**config.mk**
```make
export PLATFORM = sky130hd
export DESIGN_NAME = pipe_elastic_stage_flat
export DESIGN_NICKNAME = d
export VERILOG_FILES = /design/src/rtl/pipe_elastic_stage_if.sv /design/src/rtl/pipe_elastic_stage.sv /design/src/flat_wrapper.sv
export SDC_FILE = /design/constraint.sdc
export NUM_CORES = 1
export LEC_CHECK = 0
export ABC_AREA = 1
export BUFFER_PORTS_ARGS = -buffer_cell sky130_fd_sc_hd__buf_2
export CAP_MARGIN = 10
export CORE_AREA = 5 5 62 120
export CTS_BUF_LIST = sky130_fd_sc_hd__clkbuf_8
export CTS_CLUSTER_DIAMETER = 120
export CTS_CLUSTER_SIZE = 24
export DETAILED_ROUTE_END_ITERATION = 8
export DIE_AREA = 0 0 67 125
export GPL_TIMING_DRIVEN = 0
export PLACE_DENSITY = 0.85
export SLEW_MARGIN = 40
export SYNTH_ARGS = -nofsm -noshare
export SYNTH_HDL_FRONTEND = slang
export SYNTH_SLANG_ARGS = --single-unit
```
**constraint.sdc**
```tcl
create_clock -name clk -period 2 [get_ports clk]
set_input_delay 0.1 -clock clk [delete_from_list [all_inputs] [get_ports clk]]
set_output_delay 0.1 -clock clk [all_outputs]
set_load 0.01 [all_outputs]
```
**src/rtl/pipe_elastic_stage_if.sv**
```systemverilog
// Valid/ready handshake, flush and occupancy bundle for pipe_elastic_stage.
// The master side drives the upstream beat, downstream ready and flush; the slave side is the buffer.
interface pipe_elastic_stage_if #(
  parameter int unsigned DATA_W = 32,
  parameter int unsigned DEPTH  = 2
);
  logic                       i_Valid_1;
  logic                       o_Ready_1;
  logic [DATA_W-1:0]          i_Data_W;
  logic                       o_Valid_1;
  logic                       i_Ready_1;
  logic [DATA_W-1:0]          o_Data_W;
  logic                       i_Flush_1;
  logic [$clog2(DEPTH+1)-1:0] o_Count_C;
  logic                       o_Full_1;
  logic                       o_Empty_1;

  modport master (
    output i_Valid_1, i_Data_W, i_Ready_1, i_Flush_1,
    input  o_Ready_1, o_Valid_1, o_Data_W, o_Count_C, o_Full_1, o_Empty_1
  );

  modport slave (
    input  i_Valid_1, i_Data_W, i_Ready_1, i_Flush_1,
    output o_Ready_1, o_Valid_1, o_Data_W, o_Count_C, o_Full_1, o_Empty_1
  );
endinterface

```
**src/rtl/pipe_elastic_stage.sv**
```systemverilog
// DEPTH-entry elastic valid/ready buffer with synchronous flush and occupancy reporting.
// Optional empty-buffer bypass is enabled by defining PIPE_ELASTIC_BYPASS_EN.
module pipe_elastic_stage #(
  parameter int unsigned DATA_W = 32,
  parameter int unsigned DEPTH  = 2
) (
  input logic                 clk,
  input logic                 rstn,
  pipe_elastic_stage_if.slave bus
);
  localparam int unsigned PtrW = (DEPTH > 1) ? $clog2(DEPTH) : 1;
  localparam int unsigned CntW = $clog2(DEPTH + 1);

  logic [DATA_W-1:0] mem_q [DEPTH];
  logic [PtrW-1:0]   wp_q, wp_d, rp_q, rp_d;
  logic [CntW-1:0]   cnt_q, cnt_d;
  logic              full, empty, ready, push, pop;

  assign full  = (cnt_q == CntW'(DEPTH));
  assign empty = (cnt_q == '0);
  // Ready is built from local state only, so no combinational path runs from i_Ready_1.
  assign ready = ~full & ~bus.i_Flush_1;

`ifdef PIPE_ELASTIC_BYPASS_EN
  logic bypass;
  assign bypass        = empty & ~bus.i_Flush_1;
  assign bus.o_Valid_1 = bypass ? bus.i_Valid_1 : ~empty & ~bus.i_Flush_1;
  assign bus.o_Data_W  = bypass ? bus.i_Data_W : mem_q[rp_q];
  // A beat taken straight through an empty buffer is never stored.
  assign push          = bus.i_Valid_1 & ready & ~(bypass & bus.i_Ready_1);
  assign pop           = ~empty & ~bus.i_Flush_1 & bus.i_Ready_1;
`else
  assign bus.o_Valid_1 = ~empty & ~bus.i_Flush_1;
  assign bus.o_Data_W  = mem_q[rp_q];
  assign push          = bus.i_Valid_1 & ready;
  assign pop           = bus.o_Valid_1 & bus.i_Ready_1;
`endif

  assign bus.o_Ready_1 = ready;
  assign bus.o_Count_C = cnt_q;
  assign bus.o_Full_1  = full;
  assign bus.o_Empty_1 = empty;

  always_comb begin
    wp_d  = wp_q;
    rp_d  = rp_q;
    cnt_d = cnt_q;
    if (bus.i_Flush_1) begin
      wp_d  = '0;
      rp_d  = '0;
      cnt_d = '0;
    end else begin
      if (push) wp_d = (wp_q == PtrW'(DEPTH - 1)) ? '0 : wp_q + 1'b1;
      if (pop)  rp_d = (rp_q == PtrW'(DEPTH - 1)) ? '0 : rp_q + 1'b1;
      if (push && !pop)      cnt_d = cnt_q + 1'b1;
      else if (pop && !push) cnt_d = cnt_q - 1'b1;
    end
  end

  always_ff @(posedge clk or negedge rstn) begin
    if (!rstn) begin
      wp_q  <= '0;
      rp_q  <= '0;
      cnt_q <= '0;
    end else begin
      wp_q  <= wp_d;
      rp_q  <= rp_d;
      cnt_q <= cnt_d;
    end
  end

  // Storage is cleared on reset only; flush leaves stale entries behind the pointers.
  always_ff @(posedge clk or negedge rstn) begin
    if (!rstn) begin
      for (int i = 0; i < int'(DEPTH); i++) mem_q[i] <= '0;
    end else if (push) begin
      mem_q[wp_q] <= bus.i_Data_W;
    end
  end
endmodule
```
**src/flat_wrapper.sv**
```systemverilog
// flat-port wrapper written by rule: the top's interface ports become plain ports
module pipe_elastic_stage_flat 
#(
  parameter int unsigned DATA_W = 32,
  parameter int unsigned DEPTH  = 2
)
  (clk, rstn, bus_i_Valid_1, bus_i_Data_W, bus_i_Ready_1, bus_i_Flush_1, bus_o_Ready_1, bus_o_Valid_1, bus_o_Data_W, bus_o_Count_C, bus_o_Full_1, bus_o_Empty_1);
  pipe_elastic_stage_if #(.DATA_W(DATA_W), .DEPTH(DEPTH)) bus_i ();
  input logic clk;
  input logic rstn;
  input wire logic [$bits(bus_i.i_Valid_1)-1:0] bus_i_Valid_1;
  input wire logic [$bits(bus_i.i_Data_W)-1:0] bus_i_Data_W;
  input wire logic [$bits(bus_i.i_Ready_1)-1:0] bus_i_Ready_1;
  input wire logic [$bits(bus_i.i_Flush_1)-1:0] bus_i_Flush_1;
  output wire logic [$bits(bus_i.o_Ready_1)-1:0] bus_o_Ready_1;
  output wire logic [$bits(bus_i.o_Valid_1)-1:0] bus_o_Valid_1;
  output wire logic [$bits(bus_i.o_Data_W)-1:0] bus_o_Data_W;
  output wire logic [$bits(bus_i.o_Count_C)-1:0] bus_o_Count_C;
  output wire logic [$bits(bus_i.o_Full_1)-1:0] bus_o_Full_1;
  output wire logic [$bits(bus_i.o_Empty_1)-1:0] bus_o_Empty_1;
  assign bus_i.i_Valid_1 = bus_i_Valid_1;
  assign bus_i.i_Data_W = bus_i_Data_W;
  assign bus_i.i_Ready_1 = bus_i_Ready_1;
  assign bus_i.i_Flush_1 = bus_i_Flush_1;
  assign bus_o_Ready_1 = bus_i.o_Ready_1;
  assign bus_o_Valid_1 = bus_i.o_Valid_1;
  assign bus_o_Data_W = bus_i.o_Data_W;
  assign bus_o_Count_C = bus_i.o_Count_C;
  assign bus_o_Full_1 = bus_i.o_Full_1;
  assign bus_o_Empty_1 = bus_i.o_Empty_1;
  pipe_elastic_stage #(.DATA_W(DATA_W), .DEPTH(DEPTH)) u_core (.clk(clk), .rstn(rstn), .bus(bus_i));
endmodule
```
* Word-level counts from Yosys, hierarchy flattened
Cells that the tools add are included.
** Cells by class
- Mux-type cells :: 15
- Reduce and logical (&&, ||, !) cells :: 9
- Bitwise logic cells :: 9
- Equality and inequality tests :: 1
- $add $sub $neg :: 4
- Order comparisons :: 3
** Operators with widths (number)
- 32-bit two-way mux :: 4
- 64-bit bitwise mux :: 1
- 32-bit demux with 1-bit select :: 1
- 1-bit two-way mux :: 6
- 2-bit two-way mux :: 3
- 1-bit AND :: 4
- 2-bit greater-or-equal comparator, second input constant :: 2
- 1-bit inverter with 2-bit output :: 2
- 2-bit nonzero test :: 2
- 1-bit logical AND :: 3
- 1-bit inverter :: 3
- 3-bit nonzero test :: 1
- 1-bit adder, second input constant :: 2
- 2-bit by 1-bit adder with 2-bit output, second input constant :: 1
- 2-bit equality test, second input constant :: 1
- 1-bit zero test :: 2
- 2-bit zero test :: 1
- 2-bit by 1-bit less-than comparator with 1-bit output, second input constant :: 1
- 2-bit by 1-bit subtractor with 2-bit output, second input constant :: 1
** Storage, ports and cells
- Input port bits :: 37
- Register bits after elaboration :: 68
- Output and inout port bits :: 38

* Depth between registers and ports, before layout
Gate-level depths: netlist (run 1).
- Depth after elaboration :: 9
- Depth in mapped cells :: 8

* Worst setup path before layout (run 1)
No wires, ideal clock.
- Path kind :: flip-flop to flip-flop
- Start point :: reg u_core.cnt_q[0] (netlist: u_core.bus.o_Count_C[0])
- End point :: reg u_core.mem_q[32] (netlist name)
- Stages on the path, launching flop included :: 8
- Data required time :: 1879 ps
- Clock period less this slack :: 1293 ps
- Arrival time :: 1172 ps
- Setup slack :: 707 ps
- Cells stage by stage :: dfrtp_1 -> inv_2 -> nand2_2 -> nand3_2 -> buf_6 -> nor2_8 -> buf_4 -> o21ai_1
** Between the ends
- Longest elaborated chain between the ends :: 4
** Ends and longest elaborated chain
- start: declaration :: RTL line pipe_elastic_stage.sv:16 : logic [CntW-1:0] cnt_q, cnt_d;
- start signal: assignment :: RTL line pipe_elastic_stage.sv:68 : cnt_q <= cnt_d;
- 2-bit equality test :: RTL line pipe_elastic_stage.sv:19 : assign full = (cnt_q == CntW'(DEPTH));
- 1-bit inverter :: RTL line pipe_elastic_stage.sv:22 : assign ready = ~full & ~bus.i_Flush_1;
- 1-bit AND :: RTL line pipe_elastic_stage.sv:22
- 1-bit AND :: RTL line pipe_elastic_stage.sv:35 : assign push = bus.i_Valid_1 & ready;
- end signal: indexed assignment :: RTL line pipe_elastic_stage.sv:77 : mem_q[wp_q] <= bus.i_Data_W;
- end: declaration :: RTL line pipe_elastic_stage.sv:14 : logic [DATA_W-1:0] mem_q [DEPTH];
Every way passes these cells.
A chain may end at the register's enable or synchronous reset.

* Final worst setup path (run 1)
- Start point :: reg u_core.rp_q
- End point :: out bus_o_Data_W[1]
** Between the ends
- Longest elaborated chain between the ends :: 4
** Ends and longest elaborated chain
- start: declaration :: RTL line pipe_elastic_stage.sv:15 : logic [PtrW-1:0] wp_q, wp_d, rp_q, rp_d;
- start signal: assignment :: RTL line pipe_elastic_stage.sv:67 : rp_q <= rp_d;
- 1-bit inverter with 2-bit output (implied by the code) :: RTL line pipe_elastic_stage.sv:34 : assign bus.o_Data_W = mem_q[rp_q];
- 32-bit two-way mux (implied by the code) (3 in a row) :: RTL line pipe_elastic_stage.sv:34
- end: declaration :: RTL line flat_wrapper.sv:17 : output wire logic [$bits(bus_i.o_Data_W)-1:0] bus_o_Data_W;
Every way passes these cells. The select of a mux whose other input is x is not followed.

==> results of run 1 <==
timing repair:
item | in CTS | in global routing
resized for setup | 3 | 4
hold buffers | 32 | 1
endpoints found under the setup margin | 8 | 18
endpoints found under the hold margin | 85 | 1
flip-flops by register name, indices dropped and copies added (netlist names):
register,cells
u_core.rp_q,1
u_core.mem_q,64
u_core.bus.o_Count_C,2
u_core.wp_q,1
report_power, final:
group | internal [uW] | switching (uW)
clock network | 536 | 476
registers | 2030 | 269
logic | 865 | 1410
cells by family (layout without fill, tap and decap cells):
group | Yosys count | after routing | synth area share, %
buffers and inverters | 65 | 189 | 9.51
AOI/OAI and AO/OA | 99 | 99 | 15.9
and+or+nand+nor | 155 | 155 | 20.0
DFF | 68 | 68 | 54.6
worst paths after layout:
path,endpoint,slack [ns],cells past startpoint
worst max-delay path,bus_o_Data_W[1],0.31,5
worst min-delay path,u_core.bus.o_Count_C[0]$_DFFE_PN0P_,0.06,4
worst max register to register,u_core.mem_q[3]$_DFFE_PN0P_,0.50,7
worst min register to register,u_core.mem_q[2]$_DFFE_PN0P_,0.50,2
max in group asynchronous,u_core.mem_q[61]$_DFFE_PN0P_,1.26,3
min in group asynchronous,u_core.mem_q[41]$_DFFE_PN0P_,0.21,2
area by class of cell:
type                    count  area (sq um)
fillers                   571          2320
clock inverters             4          16.3
clock buffers              12           165
plain buffers              23           145
inverters                  42           158
flip-flops and latches     68          1700
repair buffers            108           723
well taps                  88           110
multi-input cells         254          1120
layer usage:
layer / part of all wire (%) / vias up / GRT usage, % / wire, um
met2: 49 / 125 / 32.8 / 4040
met3: 7.9 / 13 / 4.94 / 652
met5: 0 / - / 0 / 0
met1: 41 / 1360 / 28.9 / 3360
li1: - / 1456 / - / -
met4: 2.0 / 0 / 7.89 / 163
stage by stage:
step	cell area (sq um)	power, uW	instances
3_5_place_dp	3620	4520	550
6_report	4140	5590	599
5_1_grt	4140	6070	599
4_1_cts	4130	5600	598
2_1_floorplan	3120	3630	387
3_3_place_gp	3600	4430	549
critical path, cell delays in order, from the launching register on:
cell and delay [ns]:
sky130_fd_sc_hd__dfrtp_1 0.37, sky130_fd_sc_hd__clkbuf_2 0.24, sky130_fd_sc_hd__clkbuf_2 0.28, sky130_fd_sc_hd__nand2_1 0.07, sky130_fd_sc_hd__o21ai_0 0.11, sky130_fd_sc_hd__buf_2 0.18
cells in the mapped netlist, types with 4 or more instances:
cell / instances
sky130_fd_sc_hd__nand3_1: 7
sky130_fd_sc_hd__clkbuf_1: 13
sky130_fd_sc_hd__buf_4: 6
sky130_fd_sc_hd__o21ai_0: 69
sky130_fd_sc_hd__inv_1: 41
sky130_fd_sc_hd__buf_6: 4
sky130_fd_sc_hd__nand2_1: 139
sky130_fd_sc_hd__o21ai_1: 30
sky130_fd_sc_hd__dfrtp_1: 68
sky130_fd_sc_hd__nor2_1: 4
==> impl.org, run 1 <==
** Synth
- Synth unique cells :: 16
- In this run the biggest area consumer among cell types represents 54.6% of the synthesized area.
- Ranked by total cell area, the synthesized netlist is headed by sky130_fd_sc_hd__dfrtp_1, sky130_fd_sc_hd__nand2_1, sky130_fd_sc_hd__o21ai_0, sky130_fd_sc_hd__inv_1, sky130_fd_sc_hd__o21ai_1.
- Share of flip-flops with an asynchronous set or reset after synthesis :: 100%
- Per-instance average area after synthesis :: 8.06 sq um
- Synthesis inferred 68 register bits.
- In the synthesized netlist, the number of instances is 387.
- In this run, synthesis inferred 0 flip-flops with an integrated enable.
- The largest total area in the synthesized netlist belongs to sky130_fd_sc_hd__dfrtp_1.
- Register area share after synthesis :: 54.6%
- Primary FF master, synth :: sky130_fd_sc_hd__dfrtp_1
- Combined area of all synthesized cells :: 3120 sq um
- Synth Warn # :: 0
- When the netlist entered floorplanning its net count stood at 424.

** GRT
- Aggregate global-route resource usage :: 21.3%
- Antenna violations before repair :: 0
- First-pass GRT wire length :: 13800 um
- Total congestion overflow :: 0
- Number of global-route vias before repair :: 2906
- Entering global routing, the biggest net connects 45 pins.

** Floorplan
- Die W :: 67 um
- Initial Utilization :: 48.2%
- Total core area :: 6460 sq um
- Die area :: 8380 sq um
- During I/O placement, the number of pins put on the boundary was 75.
- Height of the chip :: 125 um
- FP Rows :: 42

** Hold path
- The min-delay analysis places its worst path in the category in2reg.
- Hold wc startpoint :: bus_i_Flush_1

** CTS
- For the worst-skew pair, the clock arrives at the later sink with an insertion delay of 0.34 ns.
- Root buffer selected by CTS :: sky130_fd_sc_hd__clkbuf_8
- Postcts setup bufs :: 0
- Sink count of the clock tree :: 68
- The clock passes through at most 2 buffers.
- TritonCTS clock tree :: built
- Clock transition at the registers of the reported paths :: 0.07 ns
- Maximum level of the CTS H-tree :: 3
- Buffers inserted during clock tree synthesis total 9.

** Finish
- The library cell used most frequently in the layout, excluding fill and tap cells, is sky130_fd_sc_hd__nand2_1.
- Number of nets in the final layout :: 543
- Fraction of layout cells with a size suffix above 1 :: 21.1%
- Relative to the synthesized area, the layout overhead comes to 32.7%.
- Utilization of the core after routing :: 64.0%
- Commonest cells after routing, fill and taps aside :: sky130_fd_sc_hd__nand2_1, sky130_fd_sc_hd__buf_2, sky130_fd_sc_hd__o21ai_0
- The number of antenna diodes in the final layout is 0.

** Drt
- Using the TritonRoute via totals, the vias-per-cell ratio works out to 4.93.
- For this block, the routed nets add up to 8220 um of wire.
- After detailed routing, the number of remaining DRC violations is 0.
- Detailed routing inserted a total of 2954 vias.
- In the final routed layout, each cell accounts on average for 13.7 um.
- Count of TritonRoute iterations in the first routing pass :: 5
- First-iteration detailed-routing DRC count :: 328
- Antenna-violating nets left :: 0

** Worst setup path
- The most critical setup path has its startpoint at u_core.rp_q$_DFFE_PN0P_.
- Of all nets on the critical path, the largest fanout is 10.
- The critical path is of the reg2out type.
- The worst setup path is captured at an output pin.
- The worst register-to-register path begins at u_core.bus.o_Count_C[0]$_DFFE_PN0P_.
- The worst setup path is launched from a flop.
- CP required :: 1.90 ns
- Worst path arrival time :: 1.59 ns

** Timing
- Count of final max-slew check failures :: 0
- Worst Max-Slew Pin Slew :: 0.501 ns
- For the final database, setup skew stands at 0.00832 ns.
- Final Cycle Share :: 84.7%
- Rel. slew slack :: 66.6%
- The final hold violation count is 0.
- Final hold slack :: 0.0576 ns
- Min cycle time layout :: 1.69 ns
- Setup repair after global routing missed its margin :: false
- Final setup violation count :: 0
- For the final routed database, the setup TNS stands at 0 ns.
- Maximum operating frequency :: 0.591 GHz
- Worst Setup Slack, final :: 0.307 ns

** Power
- Power per standard cell area :: 1350 nW/um^2
- The worst-case IR drop observed on VDD is 1.06 mV.
- Static power due to leakage :: 0.00212 uW

** Job
- The tool flagged a number of max-cap violations equal to 0.

** Placement
- Routability-driven placement congestion ratio :: 0.754
- Prior to clock tree synthesis, the placed netlist has a worst setup slack of 0.349 ns.
- Detailed placement finished with a half-perimeter wire length of 5330 um.
- Buffers placed on the I/O ports in this run total 74.

** Outcome
- Status :: finished clean
Power figures use the tool's default switching activity.
==> run 2: changes to the inputs <==
Settings changed: ABC_AREA 1 to 0, CORE_AREA 5 5 62 120 to 5 5 61 118, DIE_AREA 0 0 67 125 to 0 0 66 123.
Clock period 2 ns to 1.7 ns, I/O delays scaled along.
==> impl.org, run 2 <==
** Timing
- Min cycle time layout :: 1.60 ns
- Setup TNS :: 0 ns (unchanged)
- The worst-case clock skew came to 0.00577 ns (-0.00255 ns).
- Final setup violation count :: 0 (unchanged)
- Derived from the worst setup path, the maximum achievable clock frequency is 0.625 GHz.
- Setup repair after global routing missed its margin :: false
- Final Cycle Share :: 94.2%
- Final hold slack :: 0.0283 ns (-0.0292 ns)
- The transition time at the pin with the least slew margin was 0.597 ns (+0.0958 ns).
- The final hold violation count came to 0 (unchanged).
- The worst slew margin relative to its limit was 60.2% (-6.4 points).
- Count of final max-slew check failures :: 0 (unchanged)

** GRT
- Maximum number of pins on one net before global-route repair :: 69 (+53%)
- The total global routing track utilization came to 17.7% (-3.5 points).
- Number of global-route vias before repair :: 2297 (-21%)
- The global-route wire length before repair came to 10800 um (-22%).
- The total congestion overflow is 0 (unchanged).
- Antenna violations before repair :: 0 (unchanged)

** Drt
- The vias after detailed routing is 2021 (-32%).
- The initial DRC count is 57 (-83%).
- Antenna-violating nets left :: 0 (unchanged)
- Via-to-Cell Ratio :: 4.97 (+0.69%)
- The post-detailed-route DRC marker count came to 0 (unchanged).
- The number of iterations in the first detailed-routing pass was 4 (-1).
- Overall routed net length :: 6390 um (-22%)
- Wire per inst :: 15.7 um (+14%)

** Worst setup path
- CP Launch Type :: flop
- The critical path is of the reg2reg type.
- Kind of end point of the critical path :: flop
- The critical path data required time came to 1.93 ns (+0.03 ns).
- The highest fanout seen on the critical path is 10 (unchanged).
- The worst endpoint data arrival time is 1.83 ns (+0.24 ns).

** Synth
- Synth Warn # :: 0 (unchanged)
- Share of flip-flops with an asynchronous set or reset after synthesis :: 100% (unchanged)
- The area fraction of the dominant cell type after synthesis came to 56.7% (+2.1 points).
- Cell with the most instances after synthesis :: sky130_fd_sc_hd__mux2_2
- Summed over all instances, the cell type with the most area after synthesis is sky130_fd_sc_hd__dfrtp_1.
- The XOR/XNOR share of the synthesized area was 0.292% (+0.29 points).
- The fraction of synthesized area in multiplexers was 36.3% (+36 points).
- The instance count of the mapped netlist was 198 (-49%).
- In the synthesized netlist the dominant register cell turns out to be sky130_fd_sc_hd__dfrtp_1.
- Register area share after synthesis :: 56.7% (+2.1 points)
- Largest family of logic cells by synthesized area :: multiplexers
- Combined area of all synthesized cells :: 3000 sq um (-3.7%)
- The post-synthesis adder-cell area fraction is 0% (unchanged).
- Per-instance average area after synthesis :: 15.2 sq um (+88%)
- Syn nets :: 235 (-45%)
- Number of synthesized flops with an enable pin :: 0 (unchanged)
- Ranking of synthesized cells by instance count :: sky130_fd_sc_hd__mux2_2, sky130_fd_sc_hd__dfrtp_1
- The number of synthesized register bits came to 68 (unchanged).
- The count of different cell masters after synthesis came to 22 (+6).
- Synth Area in Compound Gates :: 1.50% (-14 points)
- Ranked by total cell area, the synthesized netlist is headed by sky130_fd_sc_hd__dfrtp_1, sky130_fd_sc_hd__mux2_2, sky130_fd_sc_hd__buf_6, sky130_fd_sc_hd__mux2_1, sky130_fd_sc_hd__nor4_4.
- Fraction of the mapped netlist area in simple logic gates :: 2.63% (-17 points)

** Outcome
- Status :: finished clean

** Floorplan
- The area inside the core boundary is 6210 sq um (-4.0%).
- The floorplan die width came to 66 um (-1.5%).
- Die area :: 8120 sq um (-3.1%)
- FP Rows :: 41 (-2.4%)
- The number of ports placed on the die boundary is 75 (unchanged).
- Height of the chip :: 123 um (-1.6%)
- Initial Utilization :: 48.4% (+0.12 points)

** Placement
- The cell count after placement is 357 (-35%).
- Routability-driven placement congestion ratio :: 0.717 (-5.0%)
- Count of buffers from port buffering :: 73 (-1.4%)
- The half-perimeter wire length after detailed placement came to 4280 um (-20%).
- Cell area reported after detailed placement :: 3480 sq um (-4.0%)

** Finish
- Largest register FFs :: 64 (unchanged)
- Post-route design area :: 4040 sq um (-2.4%)
- The multi-input logic area was 1230 sq um (+9.9%).
- The library cells used most frequently in the layout, excluding fill and tap cells, are sky130_fd_sc_hd__mux2_2, sky130_fd_sc_hd__buf_2, sky130_fd_sc_hd__dfrtp_1.
- The layout cell share with drive strength beyond 1 is 62.3% (+41 points).
- Area growth syn-to-layout :: 34.6%
- Area occupied by registers :: 1700 sq um (+0.15%)
- Most common cell after layout, fill and taps aside :: sky130_fd_sc_hd__mux2_2
- Diodes inserted :: 0 (unchanged)
- The non-filler instance count after layout was 407 (-32%).
- Register with the most flip-flops :: u_core.mem_q
- Number of fill cells in the layout :: 468 (-18%)
- Number of nets in the final layout :: 355 (-35%)

** Power
- The leakage power summed over all cells came to 0.00185 uW (-13%).
- Power per standard cell area :: 1110 nW/um^2 (-18%)
- The overall power consumption came to 4480 uW (-20%).
- Worst IR Drop VDD :: 0.767 mV (-28%)

** CTS
- Clock latency reported for the late side of the worst-skew pair :: 0.34 ns (about the same)
- Maximum level of the CTS H-tree :: 3 (unchanged)
- The tree is rooted in a sky130_fd_sc_hd__clkbuf_8.
- The register clock-pin slew on the reported worst setup and hold paths is 0.07 ns (about the same).
- Sink count of the clock tree :: 68 (unchanged)
- TritonCTS clock tree :: built
- The clock buffer count from CTS is 9 (unchanged).
- The maximum count of clock buffers along a single path is 2 (unchanged).

** Hold path
- The min-delay analysis places its worst path in the category in2reg.

** Job
- Max-cap viol count :: 0 (unchanged)
[run 2: changes by cell type after synthesis, sizes merged, moves of 8 or more]
cell and delta:
nand2 -140, mux2 +96, nand3 -8, clkbuf -9
inv -40, o21ai -97
[run 2: logic make-up (layout without fill, tap and decap cells)]
logic type                after synthesis  in the layout
muxes                                  97             97
DFF                                    68             68
buffers and inverters                  13            136
and+or+nand+nor                        11             11
AOI/OAI and AO/OA                       8              8
xor gates and xnor gates                1              1
[run 2: path summary, 6_finish.rpt]
| check | startpoint | end | slack [ns] | cells after the start |
|---|---|---|---|---|
| setup / recovery | u_core.bus.o_Count_C[1]$_DFFE_PN0P_ | u_core.mem_q[2]$_DFFE_PN0P_ | 0.1 | 4 |
| hold / removal | bus_i_Data_W[2] | u_core.mem_q[2]$_DFFE_PN0P_ | 0.03 | 2 |
| setup reg to reg | u_core.bus.o_Count_C[1]$_DFFE_PN0P_ | u_core.mem_q[2]$_DFFE_PN0P_ | 0.1 | 4 |
| hold reg to reg | u_core.mem_q[51]$_DFFE_PN0P_ | u_core.mem_q[51]$_DFFE_PN0P_ | 0.49 | 1 |
| max in group asynchronous | rstn | u_core.rp_q$_DFFE_PN0P_ | 0.98 | 2 |
| min in group asynchronous | rstn | u_core.bus.o_Count_C[0]$_DFFE_PN0P_ | 0.29 | 2 |
[run 2: power breakdown]
part / internal (uW) / switching [uW]
logic: 716 / 473
clock network: 539 / 553
registers: 2010 / 189
[run 2: timing repair]
action                                 4_1_cts  5_1_grt
buffers inserted                             3        2
gates resized for setup                     13        2
hold buffers                                32        0
pin swaps                                    1        1
endpoints found under the hold margin      129        0
setup endpoints to repair                   89       59
[run 2: area by class of cell]
cell class                      count  share of cell area (%)
Inverter                            2                   0.186
Multi-Input combinational cell    117                    30.5
Clock inverter                      4                   0.465
Clock buffer                       10                    3.41
Timing Repair Buffer              110                    18.2
Tap cell                           86                    2.66
Buffer                             10                    2.45
Sequential cell                    68                    42.2
[run 2: per-layer routing]
layer	wire, um	track usage [%]	vias to the layer above
met5	0	0	-
met4	93	6.23	0
met3	432	5.82	9
met2	3310	31.2	72
met1	2550	19.8	998
li1	-	-	942
[run 2: worst max-delay path, cell delays in order (launching register included)]
cell	delay [ns]
sky130_fd_sc_hd__dfrtp_2	0.45
sky130_fd_sc_hd__nand2b_4	0.10
sky130_fd_sc_hd__nand4b_1	0.33
sky130_fd_sc_hd__buf_4	0.33
sky130_fd_sc_hd__mux2_2	0.29
[run 2: metrics by stage]
stage               util (%)  setup WS, ns
floorplan                  -        0.0689
global placement        56.0       -0.0578
detailed placement      56.0        -0.109
CTS                     64.7       0.00883
global route            65.1        0.0238
finish                  65.1        0.0992
